==> src/rtl/ace_snoop_datapath.sv <==
// Snoop engine behind ace_controller: lookup, CR_RESP/next-state resolution, CD line sourcing; stats under `ACE_SNOOP_STATS_EN.
// Outcome pulse 3 cycles after ac_enable; CD beats advance only on CD_VALID&&CD_READY; ac_enable ignored while busy.
module ace_snoop_datapath #(
   parameter int ADDR_W     = 32,
   parameter int DATA_W     = 32,
   parameter int LINE_WORDS = 4,
   parameter int INDEX_W    = 6,
   parameter int OFFSET_W   = 4
) (
   input  logic                               clk,
   input  logic                               rst,
   input  logic                               ac_enable,
   input  logic [ADDR_W-1:0]                  AC_ADDR,
   input  logic [3:0]                         AC_SNOOP,
   output logic                               lookup_req,
   output logic [INDEX_W-1:0]                 lookup_index,
   output logic [ADDR_W-INDEX_W-OFFSET_W-1:0] lookup_tag,
   input  logic                               lookup_hit,
   input  logic [2:0]                         lookup_state,
   input  logic [LINE_WORDS*DATA_W-1:0]       lookup_data,
   output logic                               state_wr_en,
   output logic [2:0]                         state_wr_val,
   output logic                               snoop_miss,
   output logic                               response,
   output logic                               response_data,
   output logic [4:0]                         CR_RESP,
   input  logic                               CD_VALID,
   input  logic                               CD_READY,
   output logic [DATA_W-1:0]                  CD_DATA,
   output logic                               CD_LAST,
   output logic                               busy,
   output logic [15:0]                        hit_count,
   output logic [15:0]                        miss_count
);
   localparam int BEAT_W = $clog2(LINE_WORDS);
   localparam logic [BEAT_W-1:0] LAST_BEAT = BEAT_W'(LINE_WORDS - 1);

   localparam logic [2:0] ST_I  = 3'd0;
   localparam logic [2:0] ST_UC = 3'd1;
   localparam logic [2:0] ST_UD = 3'd2;
   localparam logic [2:0] ST_SC = 3'd3;
   localparam logic [2:0] ST_SD = 3'd4;

   localparam logic [3:0] SNP_READ_ONCE     = 4'b0000;
   localparam logic [3:0] SNP_READ_SHARED   = 4'b0001;
   localparam logic [3:0] SNP_READ_UNIQUE   = 4'b0111;
   localparam logic [3:0] SNP_CLEAN_INVALID = 4'b1001;
   localparam logic [3:0] SNP_MAKE_INVALID  = 4'b1101;

   typedef enum logic [1:0] {IDLE, LOOKUP, RESOLVE, DATA} fsm_t;

   fsm_t                       fsm;
   logic [ADDR_W-OFFSET_W-1:0] line_addr_q;
   logic [3:0]                 snoop_q;
   logic [DATA_W-1:0]          line_q [LINE_WORDS];
   logic [BEAT_W-1:0]          beat;

   logic       valid_hit, dirty, was_unique, known;
   logic       dt, shared, pass_dirty, wr_req, hit_ok;
   logic [2:0] next_line;
   logic [4:0] resp_c;

   // Byte offset within the line never reaches the cache array.
   logic unused_offset;
   assign unused_offset = ^AC_ADDR[OFFSET_W-1:0];

   assign lookup_index = line_addr_q[INDEX_W-1:0];
   assign lookup_tag   = line_addr_q[ADDR_W-OFFSET_W-1:INDEX_W];
   assign busy         = (fsm != IDLE);
   assign CD_DATA      = (fsm == DATA) ? line_q[beat] : '0;
   assign CD_LAST      = (fsm == DATA) && (beat == LAST_BEAT);

   always_comb begin
      valid_hit  = lookup_hit && (lookup_state != ST_I);
      dirty      = (lookup_state == ST_UD) || (lookup_state == ST_SD);
      was_unique = (lookup_state == ST_UC) || (lookup_state == ST_UD);
      known      = 1'b0;
      dt         = 1'b0;
      shared     = 1'b0;
      pass_dirty = 1'b0;
      wr_req     = 1'b0;
      next_line  = ST_I;
      case (snoop_q)
         SNP_READ_ONCE:     begin known = 1'b1; dt = 1'b1; shared = 1'b1; end
         SNP_READ_SHARED:   begin known = 1'b1; dt = 1'b1; shared = 1'b1; pass_dirty = dirty;
                                  wr_req = 1'b1; next_line = ST_SC; end
         SNP_READ_UNIQUE:   begin known = 1'b1; dt = 1'b1; pass_dirty = dirty; wr_req = 1'b1; end
         SNP_CLEAN_INVALID: begin known = 1'b1; dt = dirty; pass_dirty = dirty; wr_req = 1'b1; end
         SNP_MAKE_INVALID:  begin known = 1'b1; wr_req = 1'b1; end
         default: ;
      endcase
      hit_ok = valid_hit && known;
      resp_c = hit_ok ? {was_unique, shared, pass_dirty, 1'b0, dt} : 5'b0;
   end

   always_ff @(posedge clk or posedge rst) begin
      if (rst) begin
         fsm           <= IDLE;
         line_addr_q   <= '0;
         snoop_q       <= '0;
         beat          <= '0;
         lookup_req    <= 1'b0;
         state_wr_en   <= 1'b0;
         state_wr_val  <= '0;
         snoop_miss    <= 1'b0;
         response      <= 1'b0;
         response_data <= 1'b0;
         CR_RESP       <= '0;
         for (int i = 0; i < LINE_WORDS; i++) line_q[i] <= '0;
      end else begin
         lookup_req    <= 1'b0;
         state_wr_en   <= 1'b0;
         snoop_miss    <= 1'b0;
         response      <= 1'b0;
         response_data <= 1'b0;
         case (fsm)
            IDLE: if (ac_enable) begin
               line_addr_q <= AC_ADDR[ADDR_W-1:OFFSET_W];
               snoop_q     <= AC_SNOOP;
               lookup_req  <= 1'b1;
               fsm         <= LOOKUP;
            end
            LOOKUP: fsm <= RESOLVE;
            RESOLVE: begin
               CR_RESP <= resp_c;
               beat    <= '0;
               for (int i = 0; i < LINE_WORDS; i++) line_q[i] <= lookup_data[i*DATA_W +: DATA_W];
               if (hit_ok) begin
                  state_wr_en   <= wr_req;
                  state_wr_val  <= next_line;
                  response_data <= dt;
                  response      <= !dt;
               end else begin
                  snoop_miss <= 1'b1;
               end
               fsm <= (hit_ok && dt) ? DATA : IDLE;
            end
            DATA: if (CD_VALID && CD_READY) begin
               if (beat == LAST_BEAT) begin
                  beat <= '0;
                  fsm  <= IDLE;
               end else begin
                  beat <= beat + 1'b1;
               end
            end
            default: fsm <= IDLE;
         endcase
      end
   end

`ifdef ACE_SNOOP_STATS_EN
   logic [15:0] hit_q, miss_q;

   always_ff @(posedge clk or posedge rst) begin
      if (rst) begin
         hit_q  <= '0;
         miss_q <= '0;
      end else if (fsm == RESOLVE) begin
         if (valid_hit) begin
            if (hit_q != 16'hFFFF) hit_q <= hit_q + 16'd1;
         end else if (miss_q != 16'hFFFF) begin
            miss_q <= miss_q + 16'd1;
         end
      end
   end

   assign hit_count  = hit_q;
   assign miss_count = miss_q;
`else
   assign hit_count  = '0;
   assign miss_count = '0;
`endif

endmodule

==> config.mk <==
export PLATFORM = sky130hd
export DESIGN_NAME = ace_snoop_datapath
export DESIGN_NICKNAME = d
export VERILOG_FILES = /design/src/rtl/ace_snoop_datapath.sv
export SDC_FILE = /design/constraint.sdc
export NUM_CORES = 1
export LEC_CHECK = 0
export ABC_AREA = 1
export BUFFER_PORTS_ARGS = -buffer_cell sky130_fd_sc_hd__buf_4
export CORE_MARGIN = 2
export CORE_UTILIZATION = 45
export DETAILED_ROUTE_END_ITERATION = 10
export PLACE_DENSITY = 0.73
export SLEW_MARGIN = 10
export SYNTH_ARGS = -nofsm -noshare
export SYNTH_HDL_FRONTEND = slang
export SYNTH_SLANG_ARGS = --single-unit
==> constraint.sdc <==
create_clock -name clk -period 6.9 [get_ports clk]
set_input_delay 0.345 -clock clk [delete_from_list [all_inputs] [get_ports clk]]
set_output_delay 0.345 -clock clk [all_outputs]
set_load 0.005 [all_outputs]
==> results of run 1 <==
-- logic make-up (layout without fill, tap and decap cells) --
kind of cell / count (synthesis) / count (layout)
AOI/OAI and AO/OA: 197 / 197
adders and majority gates: 1 / 1
buffers and inverters: 167 / 355
DFF: 174 / 174
other: 1 / 34
and+or+nand+nor: 454 / 454
-- cells in the final DEF, fill, tap and decap left out, types with 2 or more instances in the layout --
cell type,count
o21ai_1,58
o21ai_0,48
nand2_1,410
nand4_1,2
nand3_2,2
inv_1,69
inv_2,4
dfrtp_1,172
clkbuf_16,17
clkinv_2,2
conb_1,34
o211ai_1,24
clkbuf_8,4
nor2_1,30
clkinv_4,3
nand3_1,6
inv_6,3
a21oi_1,66
clkinvlp_4,4
buf_4,248
-- sequential cells by signal, indices dropped and copies added, names as in the netlist --
name	count
beat	2
CR_RESP	4
lookup_req	1
snoop_miss	1
line_addr_q	28
response	1
state_wr_en	1
state_wr_val	1
fsm	2
snoop_q	4
line_q	128
response_data	1
-- worst min-delay path by stage --
stage / startpoint / to / slack [ns]
after floorplan: line_q[0]$_DFFE_PP0P_ / line_q[0]$_DFFE_PP0P_ / 0.44
after global placement: line_q[111]$_DFFE_PP0P_ / line_q[111]$_DFFE_PP0P_ / 0.45
after detailed placement: line_q[4]$_DFFE_PP0P_ / line_q[4]$_DFFE_PP0P_ / 0.45
after CTS: AC_ADDR[13] / line_addr_q[9]$_DFFE_PP0P_ / 0.1
after global routing: AC_ADDR[27] / line_addr_q[23]$_DFFE_PP0P_ / 0.10
final: rst / line_q[5]$_DFFE_PP0P_ / 0.09
-- layout make-up --
type / count / area share
sequential: 174 / 0.4238
timing repair buffer: 248 / 0.1810
tap: 225 / 0.02737
multi-input combinational: 686 / 0.2850
clock inverter: 11 / 0.008151
clock buffer: 21 / 0.04672
inverter: 75 / 0.02786
-- metal layers --
layer	part of all wire	global-route usage	up-vias
li1	-	-	3471
met5	0	0	-
met4	0.010	0.05556	0
met2	0.47	0.3430	250
met3	0.094	0.06623	18
met1	0.43	0.2906	3162
-- power by group through the flow --
stage	combinational (uW)	clock [uW]	sequential, uW
5_1_grt	1840	975	1820
3_5_place_dp	1610	0	1770
2_1_floorplan	1150	0	1700
6_report	1590	912	1760
3_3_place_gp	1570	0	1760
4_1_cts	1620	927	1760
-- stage by stage --
stage	cell area [um2]	power, uW
6_report	10280	4269
5_1_grt	10280	4637
4_1_cts	10280	4308
3_5_place_dp	9721	3386
3_3_place_gp	9721	3331
2_1_floorplan	8124	2853
-- synth_stat cells, drive strengths merged --
cell,n
nand2,411
dfrtp,174
o21ai,106
buf,79
inv,74
a21oi,66
nor2,32
o211ai,24
clkbuf,13
nand3,8
nand4,2
clkinv,1
conb,1
ha,1
nor3,1
o31ai,1
==> summary.md, run 1 <==
| Metric | Value |
|---|---|
| Status | `completed` |
| TNS Setup | `0 ns` |
| Endpoints failing hold | `0` |
| Critical path class | `reg -> out` |
| Worst path bufs/invs | `2` |
| Reg clk slew, reported paths | `0.07 ns` |
| Switch share | `0.3807` |
| Initial core utilization | `0.4609` |
| Mux cell area share after synthesis | `0` |
| Avg Vias per Cell | `4.792` |
| Clock buffer count from CTS | `17` |
| Reg2reg path depth | `5` |
| Maximum VDD drop | `0.0002460 V` |
| Crit path launch | `beat[0]$_DFFE_PP0P_` |
| Slew HR | `0.2337` |
| Adder-Cell Fraction of Synth Area | `0.001564` |
| Num rows | `48` |
| Pin count of the biggest net entering global routing | `around 120` |
| Net Sw Power | `between 1500 and 2000 uW` |
| GP Congestion | `between 0.8 and 0.9` |
| Critical Path End | `CD_DATA[6]` |
| I/O pins | `between 200 and 300` |
| Tot GR Track Use | `0.2164` |
| Initial antenna violation count | `0` |
| Die H | `137.3 um` |
| Residual DRC | `0` |
| # port buffers | `~240` |
| Synthesized area | `8000 um2` |
| Crit-path slowest cell | `dfrtp_4` |
| Pint | `about 2600 uW` |
| Post-detailed-route count of antenna-violating nets | `0` |
| Post-Place Cells | `~1.4k` |
| Fin crit share | `0.4056` |
| Sequential-to-total area share from yosys stat | `0.5443` |
| Storage cell area | `between 4000 and 5000 um2` |
| Seq cells post-synth | `about 170` |
| Global-route wire length before repair | `approximately 32000 um` |
| Final setup fails | `0` |
| Mapped Avg Cell Area | `8.048 um2` |
| Pre-antenna DRT Iters | `5` |
| Worst R2R Setup Slack | `4.38 ns` |
| Tmin final | `2.798 ns` |
| Post-synth top area share | `0.5443` |
| Post-CTS setup buffer count | `0` |
| Yosys warning total | `0` |
| Clock Sinks | `174` |
| Core Util, Final | `0.5926` |
| Vias in the first global route | `~6.5k` |
| Clock Latency Late Sink | `about 0.42 ns` |
| Antenna Cells | `0` |
| Critical-path maximum fanout | `62` |
| Main combinational cell family by area after synthesis | `simple AND/OR/NAND/NOR gates` |
| CP required | `approximately 6.6 ns` |
| Power per cell area | `between 400 and 500 nW/um2` |
| Synth Area in Simple Gates | `0.2179` |
| Crit path arrival time | `about 2.5 ns` |
| Wire per inst | `between 10 and 15 um` |
| Post-cts hold buffer count | `0` |
| CP startpoint kind | `flop` |
| Final WS setup | `about 4.1 ns` |
| Post-synthesis compound-gate area fraction | `0.1311` |
| Fin cells | `approximately 1.4k` |
| Hold/Removal Path Class | `in -> async` |
| Synth area leader | `dfrtp_1` |
| Die ar. | `roughly 19000 um2` |
| Vias | `between 6k and 7k` |
| Max Freq | `~360 MHz` |
| Fillers | `between 1.5k and 2k` |
| Layout cells sized above 1 | `0.2403` |
| # resized after CTS | `0` |
| Violation count after the first detailed-route iteration | `slightly above 400` |
| Setup Skew | `between 0.006 and 0.007 ns` |
| RSZ-0062 raised after global routing | `no` |
| Total wire length | `about 20000 um` |
| Max incr delay on CP | `roughly 0.8 ns` |
| Share of power burned in registers | `0.413` |
| Die width | `137.3 um` |
| Mapped Cells | `between 900 and 1k` |
| Synth cell types | `23` |
| Worst-Margin Slew | `about 1.1 ns` |
| Final-report max-slew violation count | `0` |
| Synth Area in XOR/XNOR | `0` |
| Post-placement worst setup slack | `4.418 ns` |
| CP delay by family, top | `flip-flops` |
| Final nets | `1376` |
| Area occupied by multi-input gates | `roughly 2900 um2` |
| Remaining global-route overflow | `0` |
| Clock Tree Root | `clkbuf_16` |
| Share of power burned in combinational logic | `0.374` |
| Clock Power Share | `0.214` |
| DP Wirelength | `roughly 13000 um` |
| TritonCTS clock tree | `yes` |
| Worst-case clock buffer depth | `2` |
| Htree depth | `4` |
| Max-cap violation count | `0` |
| LEAKAGE | `around 0.0054 uW` |
| Reg2reg end | `line_q[48]$_DFFE_PP0P_` |
| Final hold slack | `0.08544 ns` |
| Area delta synth->final | `28.56%` |
| Worst path depth | `6` |
| Critical path cell sequence | `buf_4, nor2_1, nor2_1, o21ai_0, a21oi_1, buf_4` |
| Critical path endpoint category | `output pin` |
| Reg-to-reg startpoint | `fsm[0]$_DFFE_PP0P_` |
| Top cells by area, synth | `dfrtp_1 (54%), nand2_1 (19%), buf_4 (4.2%)` |
| CORE AREA | `around 17000 um2` |
Power figures use the tool's default switching activity.
==> run 2, diff against run 1 <==
- clock period: 6.9 -> 2.8 ns (I/O delays scaled with it)
==> run 2 against run 1 <==
Compared with the run above: clock power rose to 2.6 times the previous value; power rose to 2.6 times the previous value; largest power group unchanged; non-clock buffer count rose by 162; sequential cell count did not move; combinational power rose to 2.6 times the previous value; utilization rose by 9.7 points; routed wire length rose by 15%; clock skew rose by 0.0020 ns.
==> summary.md, run 2 (synthesized netlist as in run 1, its figures left out) <==
| Metric | Value |
|---|---|
| Avg Vias per Cell | `4.841` |
| CORE AREA | `about 17000 um2` |
| Critical path endpoint category | `output pin` |
| Fin cells | `about 1.6k` |
| WHS Endpoint | `CR_RESP[4]$_DFFE_PP0P_` |
| Critical path class | `reg -> out` |
| Number of flip-flops in the largest register | `~130` |
| Die H | `~140 um` |
| Area of placed instances | `9764 um2` |
| Post-placement worst setup slack | `0.8153 ns` |
| Reg clk slew, reported paths | `~0.07 ns` |
| Critical-path maximum fanout | `31` |
| Tmin final | `between 2 and 2.5 ns` |
| TNS Setup | `0 ns` |
| Post-detailed-route count of antenna-violating nets | `0` |
| Vias in the first global route | `7610` |
| Clock Latency Late Sink | `about 0.42 ns` |
| Worst R2R Setup Slack | `0.91 ns` |
| Area occupied by multi-input gates | `2932 um2` |
| Crit path arrival time | `2.25 ns` |
| Worst-case clock buffer depth | `2` |
| Post-Place Cells | `roughly 1.4k` |
| RSZ-0062 raised after global routing | `no` |
| Endpoints failing hold | `0` |
| Die width | `between 100 and 150 um` |
| Final nets | `roughly 1.5k` |
| Reg2reg end | `line_q[5]$_DFFE_PP0P_` |
| CP required | `approximately 2.7 ns` |
| Switch share | `0.3734` |
| Top Registers | `line_q: 128 flops, line_addr_q: 28 flops` |
| Commonest non-fill, non-tap cells in the layout | `nand2_1 (410), buf_4 (246), dfrtp_1 (172), dlygate4sd3_1 (161), inv_1 (69)` |
| Share of power burned in registers | `0.400` |
| Initial core utilization | `0.4609` |
| Clock buffer count from CTS | `17` |
| Remaining global-route overflow | `0` |
| Maximum VDD drop | `~0.00085 V` |
| # port buffers | `about 240` |
| DP Wirelength | `13580 um` |
| Commonest non-fill, non-tap cell in the layout | `nand2_1` |
| Reg2reg path depth | `6` |
| Residual DRC | `0` |
| WHS Path Cells | `4` |
| GP Congestion | `0.8480` |
| Layout cells sized above 1 | `0.2093` |
| Fillers | `roughly 1.3k` |
| Vias | `roughly 7.8k` |
| Final-report max-slew violation count | `0` |
| Area delta synth->final | `49.58%` |
| I/O pins | `between 200 and 300` |
| Share of power burned in combinational logic | `0.382` |
| Final WS setup | `about 0.4 ns` |
| Status | `completed` |
| Num rows | `between 40 and 50` |
| Wire per inst | `14.51 um` |
| Slew HR | `0.4860` |
| Die ar. | `roughly 19000 um2` |
| Tot GR Track Use | `0.2493` |
| CP startpoint kind | `flop` |
| Htree depth | `4` |
| Pin count of the biggest net entering global routing | `about 190` |
| Finished Cell Area | `between 10000 and 15000 um2` |
| Global-route wire length before repair | `between 30000 and 40000 um` |
| Antenna Cells | `0` |
| TritonCTS clock tree | `yes` |
| Hold/Removal Path Class | `in -> reg` |
| Reg-to-reg startpoint | `fsm[1]$_DFFE_PP0P_` |
| Clock Power Share | `0.218` |
| Clock Tree Root | `clkbuf_16` |
| Power per cell area | `917.1 nW/um2` |
| Net Sw Power | `slightly above 4000 uW` |
| HP Start | `lookup_state[0]` |
| Pint | `between 6000 and 7000 uW` |
| Violation count after the first detailed-route iteration | `around 440` |
| Final setup fails | `0` |
| Worst-Margin Slew | `0.7710 ns` |
| Max-cap violation count | `0` |
| Largest reg by FF count | `line_q` |
| LEAKAGE | `0.006091 uW` |
| Total wire length | `about 23000 um` |
| Storage cell area | `4359 um2` |
| Initial antenna violation count | `0` |
| # resized after CTS | `0` |
| Clock Sinks | `roughly 170` |
| Pre-antenna DRT Iters | `5` |
| Setup Skew | `0.008103 ns` |
| Fin crit share | `0.8540` |
| Max Freq | `418.2 MHz` |
-- run 2: power by group through the flow --
stage	Combinational, uW	Clock (uW)	Sequential [uW]
floorplan	2840	0	4190
global placement	3870	0	4370
detailed placement	3980	0	4390
CTS	4180	2430	4380
global route	4780	2540	4530
finish	4190	2390	4390
-- run 2: area by class of cell --
type | instances | area share
sequential | 174 | 0.3643
timing repair buffer | 410 | 0.2940
multi-input combinational | 686 | 0.2450
clock buffer | 22 | 0.03795
inverter | 75 | 0.02384
tap | 225 | 0.02353
clock inverter | 9 | 0.01140
-- run 2: what timing repair did --
item,4_1_cts,5_1_grt
hold buffers,161,0
buffers inserted,0,0
setup endpoints to repair,0,0
endpoints found under the hold margin,334,0
-- run 2: worst max-delay path, stage by stage, from the launching register on --
cell	delay [ns]
dfrtp_2	0.76
clkinv_1	0.44
nor2_1	0.20
o21ai_0	0.11
a21oi_1	0.19
buf_4	0.14
-- run 2: worst max path at each step --
stage | start | end | slack (ns) | cells past startpoint
after floorplan | rst | CR_RESP[0]$_DFFE_PP0P_ | 0.44 | 1
after global placement | beat[1]$_DFFE_PP0P_ | CD_DATA[2] | 0.79 | 5
after detailed placement | beat[1]$_DFFE_PP0P_ | CD_DATA[2] | 0.82 | 5
after CTS | beat[1]$_DFFE_PP0P_ | CD_DATA[2] | 0.36 | 5
after global routing | beat[1]$_DFFE_PP0P_ | CD_DATA[2] | 0.19 | 5
final | beat[1]$_DFFE_PP0P_ | CD_DATA[2] | 0.41 | 5
-- run 2: routing by layer --
layer	vias up	GRT usage	routed length (um)
li1	3787	-	-
met1	3622	0.3078	9605
met2	295	0.4210	11350
met3	46	0.06291	1689
met4	0	0.09565	590
met5	-	0	0
-- run 2: metrics by stage --
stage          hold slack, ns  utilization  power, uW
2_1_floorplan          0.2496            -       7031
3_3_place_gp           0.3337       0.5626       8239
3_5_place_dp           0.3438       0.5626       8375
4_1_cts               0.02111       0.6894      10980
5_1_grt               0.05160       0.6894      11860
6_report              0.03632       0.6894      10970
==> run 3, diff against run 2 <==
- RECOVER_POWER: not set -> 100
==> run 3 against run 2 <==
Compared with the run above: the flow now finishes with violations (max-capacitance violations, max-slew violations); power fell by 2.0%; sequential cell count did not move; non-clock buffer count did not move; worst setup slack got worse by 0.17 ns; count of clock-buffer cells in the layout did not move; sequential share of layout area rose by 0.35 points; die area did not move; clock power barely moved; critical path type unchanged.
==> summary.md, run 3 (synthesized netlist as in run 1, its figures left out) <==
| Metric | Value |
|---|---|
| Max Freq | `around 400 MHz` |
| Global-route wire length before repair | `roughly 37000 um` |
| Vias | `around 7.8k` |
| Net Sw Power | `just over 4000 uW` |
| Commonest non-fill, non-tap cells in the layout | `nand2_1 (410), buf_4 (173), dfrtp_1 (172), dlygate4sd3_1 (161), o21ai_0 (106)` |
| Max incr delay on CP | `about 0.75 ns` |
| Setup Skew | `~0.0078 ns` |
| Clock Power Share | `0.223` |
| Critical path endpoint category | `output pin` |
| Clock buffer count from CTS | `17` |
| Storage cell area | `between 4000 and 5000 um2` |
| Final nets | `between 1.5k and 2k` |
| Area occupied by multi-input gates | `about 2900 um2` |
| Clock Tree Root | `clkbuf_16` |
| Critical path class | `reg -> out` |
| CP delay by family, top | `buffers and inverters` |
| Crit path arrival time | `between 2 and 2.5 ns` |
| Worst path bufs/invs | `2` |
| Worst-Margin Slew | `1.648 ns` |
| Post-CTS setup buffer count | `0` |
| Violation count after the first detailed-route iteration | `a little over 400` |
| Maximum VDD drop | `roughly 0.00080 V` |
| Vias in the first global route | `7610` |
| Total wire length | `approximately 23000 um` |
| Clock Sinks | `174` |
| Hold/Removal Path Class | `in -> reg` |
| Fin crit share | `0.9159` |
| Tmin final | `2.565 ns` |
| Antenna Cells | `0` |
| Crit-path slowest cell | `dfrtp_2` |
| Die H | `137.3 um` |
| Final-report max-slew violation count | `around 120` |
| TNS Setup | `0 ns` |
| Post-detailed-route count of antenna-violating nets | `0` |
| RSZ-0062 raised after global routing | `no` |
| Htree depth | `4` |
| Violated checks | `max-capacitance violations, max-slew violations` |
| CP startpoint kind | `flop` |
| Wire per inst | `~14 um` |
| Number of flip-flops in the largest register | `128` |
| Share of power burned in registers | `0.407` |
| Final setup fails | `0` |
| # port buffers | `241` |
| Worst-case clock buffer depth | `2` |
| TritonCTS clock tree | `yes` |
| Residual DRC | `0` |
| Initial antenna violation count | `0` |
| Tot GR Track Use | `0.2493` |
| Critical-path maximum fanout | `31` |
| Area delta synth->final | `48.14%` |
| Endpoints failing hold | `0` |
| Clock Latency Late Sink | `0.42 ns` |
| I/O pins | `280` |
| GP Congestion | `roughly 0.85` |
| Layout cells sized above 1 | `0.1904` |
| Die ar. | `18860 um2` |
| Fillers | `around 1.3k` |
| Initial core utilization | `0.4609` |
| Num rows | `48` |
| Avg Vias per Cell | `about 4.9` |
| Max-cap violation count | `1` |
| Largest reg by FF count | `line_q` |
| Critical path cell sequence | `clkbuf_2, o211ai_1, a21oi_1, clkbuf_4` |
| Remaining global-route overflow | `0` |
| Power per cell area | `approximately 910 nW/um2` |
| Core Util, Final | `0.6828` |
| LEAKAGE | `roughly 0.0060 uW` |
| CORE AREA | `~17000 um2` |
| Die width | `around 140 um` |
| Switch share | `0.3738` |
| Slew HR | `-0.09882` |
| Commonest non-fill, non-tap cell in the layout | `nand2_1` |
| Pre-antenna DRT Iters | `5` |
| Share of power burned in combinational logic | `0.370` |
| Pint | `6736 uW` |
| Pin count of the biggest net entering global routing | `185` |
| Status | `finished, violations left` |
| Top Registers | `line_q: 128 flops, line_addr_q: 28 flops` |
| DP Wirelength | `13580 um` |
| Reg clk slew, reported paths | `approximately 0.070 ns` |
| CP required | `2.66 ns` |
[run 3: cell count changes in the layout (fill, tap and decap cells not counted), moves of 2 or more]
cell      previous run  this run
buf_4              246       173
clkbuf_1             4        26
clkbuf_2             0         3
clkbuf_4             0        49
inv_1               69        71
inv_2                4         2
o21ai_0             48       106
o21ai_1             58         0
[run 3: area by class of cell]
| class | instances | share of cell area |
|---|---|---|
| Inverter | 75 | 0.02407 |
| Multi-Input combinational cell | 686 | 0.2463 |
| Clock buffer | 22 | 0.03832 |
| Timing Repair Buffer | 410 | 0.2882 |
| Clock inverter | 9 | 0.01151 |
| Sequential cell | 174 | 0.3678 |
| Tap cell | 225 | 0.02375 |
[run 3: per-layer routing]
layer / global-route usage / up-vias / routed length [um]
met5: 0 / - / 0
met4: 0.09565 / 0 / 612
met3: 0.06291 / 48 / 1676
met2: 0.4210 / 302 / 11220
met1: 0.3078 / 3630 / 9571
li1: - / 3788 / -
[run 3: stage by stage]
| stage | area [um2] | total power [uW] | worst slack, ns | hold WS [ns] | instances |
|---|---|---|---|---|---|
| floorplan | 8128 | 7031 | 0.4353 | 0.2496 | 1027 |
| global placement | 9764 | 8239 | 0.7861 | 0.3337 | 1409 |
| detailed placement | 9764 | 8375 | 0.8153 | 0.3438 | 1409 |
| CTS | 11970 | 10980 | 0.3617 | 0.02111 | 1601 |
| global route | 11850 | 11630 | 0.1070 | 0.08322 | 1601 |
| finish | 11850 | 10760 | 0.2355 | 0.05070 | 1601 |
[run 3: tightest hold or removal path, stage by stage]
cell     delay [ns]
buf_4          0.08
nand2_1        0.05
nand3_1        0.08
o21ai_0        0.08
[run 3: repair_timing]
action | in CTS | in global routing
hold buffers | 161 | 0
gates resized for setup | 0 | 0
endpoints found under the hold margin | 334 | 0
[run 3: path summary, 6_finish.rpt]
kind | startpoint | end | slack [ns] | cells after the start
max in group asynchronous | rst | beat[0]$_DFFE_PP0P_ | 0.77 | 4
min in group asynchronous | rst | line_addr_q[7]$_DFFE_PP0P_ | 0.70 | 4
min | lookup_state[0] | CR_RESP[4]$_DFFE_PP0P_ | 0.05 | 4
min reg2reg | line_q[122]$_DFFE_PP0P_ | line_q[122]$_DFFE_PP0P_ | 0.47 | 2
max | beat[1]$_DFFE_PP0P_ | CD_DATA[17] | 0.24 | 4
max reg2reg | fsm[1]$_DFFE_PP0P_ | CR_RESP[3]$_DFFE_PP0P_ | 0.41 | 5
[run 3: power groups by stage]
stage                     registers (uW)  logic [uW]  clock network [uW]
after floorplan                     4190        2840                   0
after global placement              4370        3870                   0
after detailed placement            4390        3980                   0
after CTS                           4380        4180                2430
after global routing                4520        4570                2540
final                               4380        3980                2400
